`config.mk`:
```
export PLATFORM = sky130hd
export DESIGN_NAME = ksa_swap_flat
export DESIGN_NICKNAME = d
export VERILOG_FILES = /design/src/rtl/ksa_swap_if.sv /design/src/rtl/ksa_swap.sv /design/src/flat_wrapper.sv
export SDC_FILE = /design/constraint.sdc
export NUM_CORES = 1
export LEC_CHECK = 0
export BUFFER_PORTS_ARGS = -buffer_cell sky130_fd_sc_hd__buf_2
export CAP_MARGIN = 10
export CORE_MARGIN = 2
export CORE_UTILIZATION = 55
export CTS_CLUSTER_DIAMETER = 200
export DETAILED_ROUTE_END_ITERATION = 10
export PLACE_DENSITY = 0.76
export SLEW_MARGIN = 20
export SYNTH_ARGS = -nofsm -noshare
export SYNTH_HDL_FRONTEND = slang
export SYNTH_SLANG_ARGS = --single-unit
```
`constraint.sdc`:
```
create_clock -name clk -period 4 [get_ports clk]
set_input_delay 1.2 -clock clk [delete_from_list [all_inputs] [get_ports clk]]
set_output_delay 1.2 -clock clk [all_outputs]
set_load 0.01 [all_outputs]
```
`src/rtl/ksa_swap_if.sv`:
```
// rtl/ksa_swap_if.sv - control and S-memory port bundle for the RC4 key-scheduling stage
interface ksa_swap_if #(
    parameter int KEY_W = 24
);
    logic             start;
    logic [KEY_W-1:0] secret_key;
    logic [7:0]       q;
    logic [7:0]       address;
    logic [7:0]       data;
    logic             wren;
    logic             busy;
    logic             done;

    modport slave (
        input  start, secret_key, q,
        output address, data, wren, busy, done
    );

    modport master (
        output start, secret_key, q,
        input  address, data, wren, busy, done
    );
endinterface

```
`src/rtl/ksa_swap.sv`:
```
// rtl/ksa_swap.sv - RC4 key-scheduling swap loop over the shared 256x8 S-memory
// Optional KSA_SKIP_SELF_SWAP_EN: iterations with j==i skip both write cycles.
module ksa_swap #(
    parameter int KEY_LEN = 3,
    parameter int KEY_W   = 24
) (
    input  logic      clk,
    input  logic      rst,
    ksa_swap_if.slave bus
);
    localparam int KIW = (KEY_LEN > 1) ? $clog2(KEY_LEN) : 1;

    typedef enum logic [2:0] {
        IDLE, RD_SI, WAIT_SI, RD_SJ, WAIT_SJ, WR_SI, WR_SJ, DONE
    } state_t;

    state_t         state, state_n;
    logic [7:0]     i, j, si, sj;
    logic [KIW-1:0] k;
    logic [7:0]     key_bytes [KEY_LEN];
    logic [7:0]     key_byte;
    logic           advance;
    logic           skip;

    for (genvar g = 0; g < KEY_LEN; g++) begin : g_key
        assign key_bytes[g] = bus.secret_key[KEY_W-1-8*g -: 8];
    end
    assign key_byte = key_bytes[k];

`ifdef KSA_SKIP_SELF_SWAP_EN
    assign skip = (state == WAIT_SJ) && (j == i);
`else
    assign skip = 1'b0;
`endif

    // End of an iteration: either the second write or a skipped self-swap.
    assign advance = (state == WR_SJ) || skip;

    always_ff @(posedge clk or negedge rst) begin
        if (!rst) begin
            state <= IDLE;
            i     <= 8'd0;
            j     <= 8'd0;
            k     <= '0;
            si    <= 8'd0;
            sj    <= 8'd0;
        end else begin
            state <= state_n;
            case (state)
                IDLE, DONE: begin
                    if (bus.start) begin
                        i <= 8'd0;
                        j <= 8'd0;
                        k <= '0;
                    end
                end
                WAIT_SI: begin
                    si <= bus.q;
                    j  <= j + bus.q + key_byte;
                end
                WAIT_SJ: sj <= bus.q;
                default: ;
            endcase
            if (advance && (i != 8'hFF)) begin
                i <= i + 8'd1;
                k <= (k == KIW'(KEY_LEN - 1)) ? '0 : k + 1'b1;
            end
        end
    end

    always_comb begin
        state_n     = state;
        bus.address = 8'd0;
        bus.data    = 8'd0;
        bus.wren    = 1'b0;
        bus.busy    = 1'b1;
        bus.done    = 1'b0;
        case (state)
            IDLE: begin
                bus.busy = 1'b0;
                if (bus.start) state_n = RD_SI;
            end
            RD_SI: begin
                bus.address = i;
                state_n     = WAIT_SI;
            end
            WAIT_SI: begin
                bus.address = i;
                state_n     = RD_SJ;
            end
            RD_SJ: begin
                bus.address = j;
                state_n     = WAIT_SJ;
            end
            WAIT_SJ: begin
                bus.address = j;
                if (skip) state_n = (i == 8'hFF) ? DONE : RD_SI;
                else      state_n = WR_SI;
            end
            WR_SI: begin
                bus.address = i;
                bus.data    = sj;
                bus.wren    = 1'b1;
                state_n     = WR_SJ;
            end
            WR_SJ: begin
                bus.address = j;
                bus.data    = si;
                bus.wren    = 1'b1;
                state_n     = (i == 8'hFF) ? DONE : RD_SI;
            end
            DONE: begin
                bus.busy = 1'b0;
                bus.done = 1'b1;
                if (bus.start) state_n = RD_SI;
            end
            default: state_n = IDLE;
        endcase
    end
endmodule

```
`src/flat_wrapper.sv`:
```
// flat-port wrapper written by rule: the top's interface ports become plain ports
module ksa_swap_flat 
#(
    parameter int KEY_LEN = 3,
    parameter int KEY_W   = 24
)
  (clk, rst, bus_start, bus_secret_key, bus_q, bus_address, bus_data, bus_wren, bus_busy, bus_done);
  ksa_swap_if #(.KEY_W(KEY_W)) bus_i ();
  input  logic clk;
  input  logic rst;
  input wire logic [$bits(bus_i.start)-1:0] bus_start;
  input wire logic [$bits(bus_i.secret_key)-1:0] bus_secret_key;
  input wire logic [$bits(bus_i.q)-1:0] bus_q;
  output wire logic [$bits(bus_i.address)-1:0] bus_address;
  output wire logic [$bits(bus_i.data)-1:0] bus_data;
  output wire logic [$bits(bus_i.wren)-1:0] bus_wren;
  output wire logic [$bits(bus_i.busy)-1:0] bus_busy;
  output wire logic [$bits(bus_i.done)-1:0] bus_done;
  assign bus_i.start = bus_start;
  assign bus_i.secret_key = bus_secret_key;
  assign bus_i.q = bus_q;
  assign bus_address = bus_i.address;
  assign bus_data = bus_i.data;
  assign bus_wren = bus_i.wren;
  assign bus_busy = bus_i.busy;
  assign bus_done = bus_i.done;
  ksa_swap #(.KEY_LEN(KEY_LEN), .KEY_W(KEY_W)) u_core (.clk(clk), .rst(rst), .bus(bus_i));
endmodule
```
# Word-level counts from Yosys, hierarchy flattened
# Cells that the tools add are included.
[op_classes]
n_addsub = 4
magnitude_cmp = 1
n_eq_ne = 11
mux = 19
bitwise_logic = 1
n_reduce_logical = 11
[op_table]
columns = ["op", "n"]
rows = [
  ["$pmux 8 s2", 3],
  ["$mux 8", 5],
  ["$pmux 3 s7", 1],
  ["$add 8x8->8", 2],
  ["$bmux 8 s2", 1],
  ["$eq 3x3->1 const B", 4],
  ["$add 8x1->8 const B", 1],
  ["$eq 8x8->1 const B", 1],
  ["$mux 2", 4],
  ["$ne 8x8->1 const B", 1],
  ["$eq 3x2->1 const B", 2],
  ["$mux 3", 2],
  ["$reduce_bool 2->1", 3],
  ["$reduce_or 3->1", 2],
  ["$reduce_and 2->1", 2],
  ["$reduce_or 2->1", 2],
  ["$eq 3x1->1 const B", 1],
  ["$ge 3x3->1 const B", 1],
  ["$logic_not 3->1", 1],
  ["$mux 1", 3],
  ["$not 2->3", 1],
  ["$add 2x1->2 const B", 1],
  ["$eq 2x2->1 const B", 1],
  ["$ne 2x1->1 const B", 1],
  ["$logic_and 1x1->1", 1],
]
[totals]
ff_bits = 37
output_inout_bits = 19
word_cells = 53

# Longest topological paths before layout
[depth]
word_depth = 6
ltp_mapped = 13

# Least setup slack after synthesis
# OpenSTA, ideal clock, no wires.
[synth_timing]
path_type = "input port to flip-flop"
startpoint = "input bus_secret_key[9]"
endpoint = "register u_core.j[7]"
setup_ns = 0.121
t_arrival_ns = 3.181
setup_slack_ns = 0.698
stages = 11
path_buffers = 0
path_cell_list = "mux2i_1 > o21ai_0 > fa_1 > ha_1 > inv_1 > fa_1 > nand2b_1 > a21oi_1 > o22ai_1 > xnor2_1 > a22o_1"
[synth_between]
elab_chain_cells = 5
[synth_rtl]
columns = ["element", "line", "rtl"]
rows = [
  ["start, declared", "flat_wrapper.sv:12", "input wire logic [$bits(bus_i.secret_key)-1:0] bus_secret_key;"],
  ["$bmux 8 s2", "ksa_swap.sv:28", "assign key_byte = key_bytes[k];"],
  ["$mux 8 (not written as such) (2 in series)", "ksa_swap.sv:28", ""],
  ["$add 8x8->8", "ksa_swap.sv:59", "j <= j + bus.q + key_byte;"],
  ["$pmux 8 s2", "ksa_swap.sv:49", "case (state)"],
  ["end signal, assigned", "ksa_swap.sv:59", ""],
  ["end, declared", "ksa_swap.sv:18", "logic [7:0] i, j, si, sj;"],
]
# No other way between the ends. The select of a mux whose other input is x is not followed.
# A chain may end at the register's enable or synchronous reset.

# Final worst setup path
# Ends and elaborated chain as after synthesis.

==> run summary <==
outcome -> finished, final reports clean
# setup viols final -> 0
Hold Vio Cnt, Final -> 0
clock tree buffer depth -> 2
critical path endpoint category -> register
most frequent cell after synthesis -> dfrtp_1
post-route DRC violation count -> 0
worst stage delay on the critical path -> 500 ps
CP Max Fanout -> 3
antenna cells -> 0
Crit Path Class -> in2reg
largest net degree at the start of global routing -> 38
critical path arrival -> 3440 ps
Hold Buf Count CTS -> 0
Achievable Freq -> 306 MHz
WL/cell -> 15.7 um
Synth Area per Inst -> 10.3 sq um
register area share after synthesis -> 35.6%
top cells by area, synth -> dfrtp_1 36%, fa_1 6.2%, mux2i_1 6.2%, a22oi_1 4.6%, mux2_4 4.6%
clock skew -> 4.08 ps
Setup Buffers After CTS -> 0
Hold WC Path Type -> reg2reg
Period Utilization, post-route -> 81.7%
row cnt -> 25
critical path data required time -> 4180 ps
vias in the first global route -> 1935
critical path's top delay family -> adder cells
setup TNS -> 0 ps
layout cell share with drive strength beyond 1 -> 30.1%
placed cells -> 348
Layout Area Growth over Synthesis -> 14.3%
initial antenna violation count -> 0
Starting Density -> 56.1%
number of flops mapped to enable cells by yosys -> 0
Yosys top cell by area -> dfrtp_1
Async S/R FF share, synth -> 100%
Power Dens Cells -> 860 mW/mm^2
Synth warnings -> 0
Multi-input gate area -> 0.00156 sq mm
die width -> 72.7 um
Rel. slew slack -> 44.6%
Synth cell types -> 51
die height -> 72.7 um
critical path cell sequence -> buf_2 > mux2i_1 > o21ai_0 > fa_1 > ha_1 > inv_1 > fa_1 > nand2b_1 > a21oi_1 > o22ai_1 > xnor2_1 > a22o_1
DRT iter0 DRCs -> 123
Reg clk slew, reported paths -> 70 ps
first-pass GRT wire length -> 9.35 mm
Synth Net Count -> 303
I/O pin cnt -> 54
Register Area -> 926 sq um
gp weighted congestion -> 0.798
fin cells -> 356
hpwl dp -> 4.19 mm
Post-CTS Resized -> 0
Yosys top cell area share -> 35.6%
CTS root buffer -> clkbuf_8
Worst Tran Pin Value -> 831 ps
Crit-path slowest cell -> fa_1
top cells by count, synth -> 37 x dfrtp_1, 24 x nor2_1, 21 x o21ai_0, 16 x a22oi_1, 16 x mux2i_1
CTS Buf Count -> 5
PortBufs -> 53
Post-layout nets -> 351
Antenna Nets Post-Route -> 0
DRT Pass-1 Iters -> 4
Via density -> 5.81
synthesized area -> 0.00260 sq mm
die area -> 0.00529 sq mm
Final min period -> 3270 ps
total core area -> 0.00463 sq mm
Peak VDD IR -> 0.423 mV
Synth Instances -> 253
total track usage -> 23.2%
RSZ-0062 raised after global routing -> no
Leakage -> 1.42 nW
WL final -> 5.59 mm
# clock sinks -> 37
CP most frequent cell -> fa_1
CTS tree -> built
Fillers -> 419
maxcap violations -> 0
global route overflow -> 0
via count -> 2070
Pins Over Slew Limit -> 0
Primary FF master, synth -> dfrtp_1
H-Tree Level Count -> 2
Clock Latency Late Sink -> 290 ps
Yosys reg bits -> 37
CP bufs+invs -> 2
critical path launch point type -> input pin
## path summary, 6_finish.rpt
kind                                   start  cells past startpoint  slack (ps)      endpoint
min in group asynchronous                rst                      1        1010   u_core.k[1]
setup reg to reg                 u_core.k[0]                     12         820   u_core.j[7]
max in group asynchronous                rst                      1        2470  u_core.sj[1]
setup / recovery           bus_secret_key[9]                     12         730   u_core.j[7]
hold reg to reg                 u_core.si[6]                      1         510  u_core.si[6]
hold / removal                  u_core.si[6]                      1         510  u_core.si[6]
## sequential cells by signal, summed over array words and instances, names as in the netlist
signal,count
u_core.i,8
u_core.state,3
u_core.sj,8
u_core.k,2
u_core.j,8
u_core.si,8
## layout by cell type, fill, tap and decap left out, drive strengths merged
master	Yosys	routed
a21o	2	2
a21oi	13	13
a221oi	1	1
a22o	7	7
a22oi	17	17
a31o	1	1
a32o	1	1
and2	1	1
and3	3	3
and4	1	1
buf	9	54
bufinv	0	1
clkbuf	4	7
dfrtp	37	37
fa	8	8
ha	7	7
inv	8	8
mux2	17	17
mux2i	16	16
nand2	15	15
nand2b	4	4
nand3	4	4
nand3b	3	3
nand4	2	2
nor2	28	28
nor2b	3	3
nor3	2	2
nor4	1	1
o21a	1	1
o21ai	26	26
o22a	1	1
o22ai	1	1
o2bb2ai	1	1
o31ai	1	1
or2	1	1
xnor2	4	4
xor2	2	2
## logic make-up (layout without fill, tap and decap cells)
| kind of cell | Yosys count | count (layout) | share of synthesized area (%) |
|---|---|---|---|
| mux | 33 | 33 | 14.7 |
| fa+ha+maj | 15 | 15 | 9.53 |
| buf+inv | 21 | 70 | 4.48 |
| simple gates | 68 | 68 | 14.8 |
| xor+xnor | 6 | 6 | 2.02 |
| flops | 37 | 37 | 35.6 |
| compound gates | 73 | 73 | 18.9 |
## layer usage
metal | global-route usage (%) | up-vias | wire length (um)
met2 | 37.8 | 33 | 2800
li1 | - | 1008 | -
met3 | 4.70 | 10 | 178
met4 | 5.76 | 0 | 80
met5 | 0 | - | 0
met1 | 31.9 | 1019 | 2530
## metrics by stage
step	hold WS, ps	setup slack, ps	util (%)	area [sq um]	power (W)
floorplan	459	698	-	2600	0.00191
global placement	467	507	61.7	2860	0.00218
detailed placement	491	427	61.7	2860	0.00223
CTS	513	725	64.2	2970	0.00257
global route	520	488	64.2	2970	0.00280
finish	510	734	64.2	2970	0.00256
## final cells by class
class                           count  area share (%)
Clock inverter                      1            1.01
Sequential cell                    37            31.2
Clock buffer                        7            2.91
Tap cell                           54            2.27
Inverter                            8            1.09
Multi-Input combinational cell    195            52.4
Timing Repair Buffer               54            9.18
## report_power, final
group / leakage (nW) / internal, W / switching [W]
Clock: 0.0585 / 0.000203 / 0.000132
Sequential: 0.461 / 0.000535 / 0.000216
Combinational: 0.903 / 0.000708 / 0.000763
Total: 1.42 / 0.00145 / 0.00111
Power figures use the tool's default switching activity.
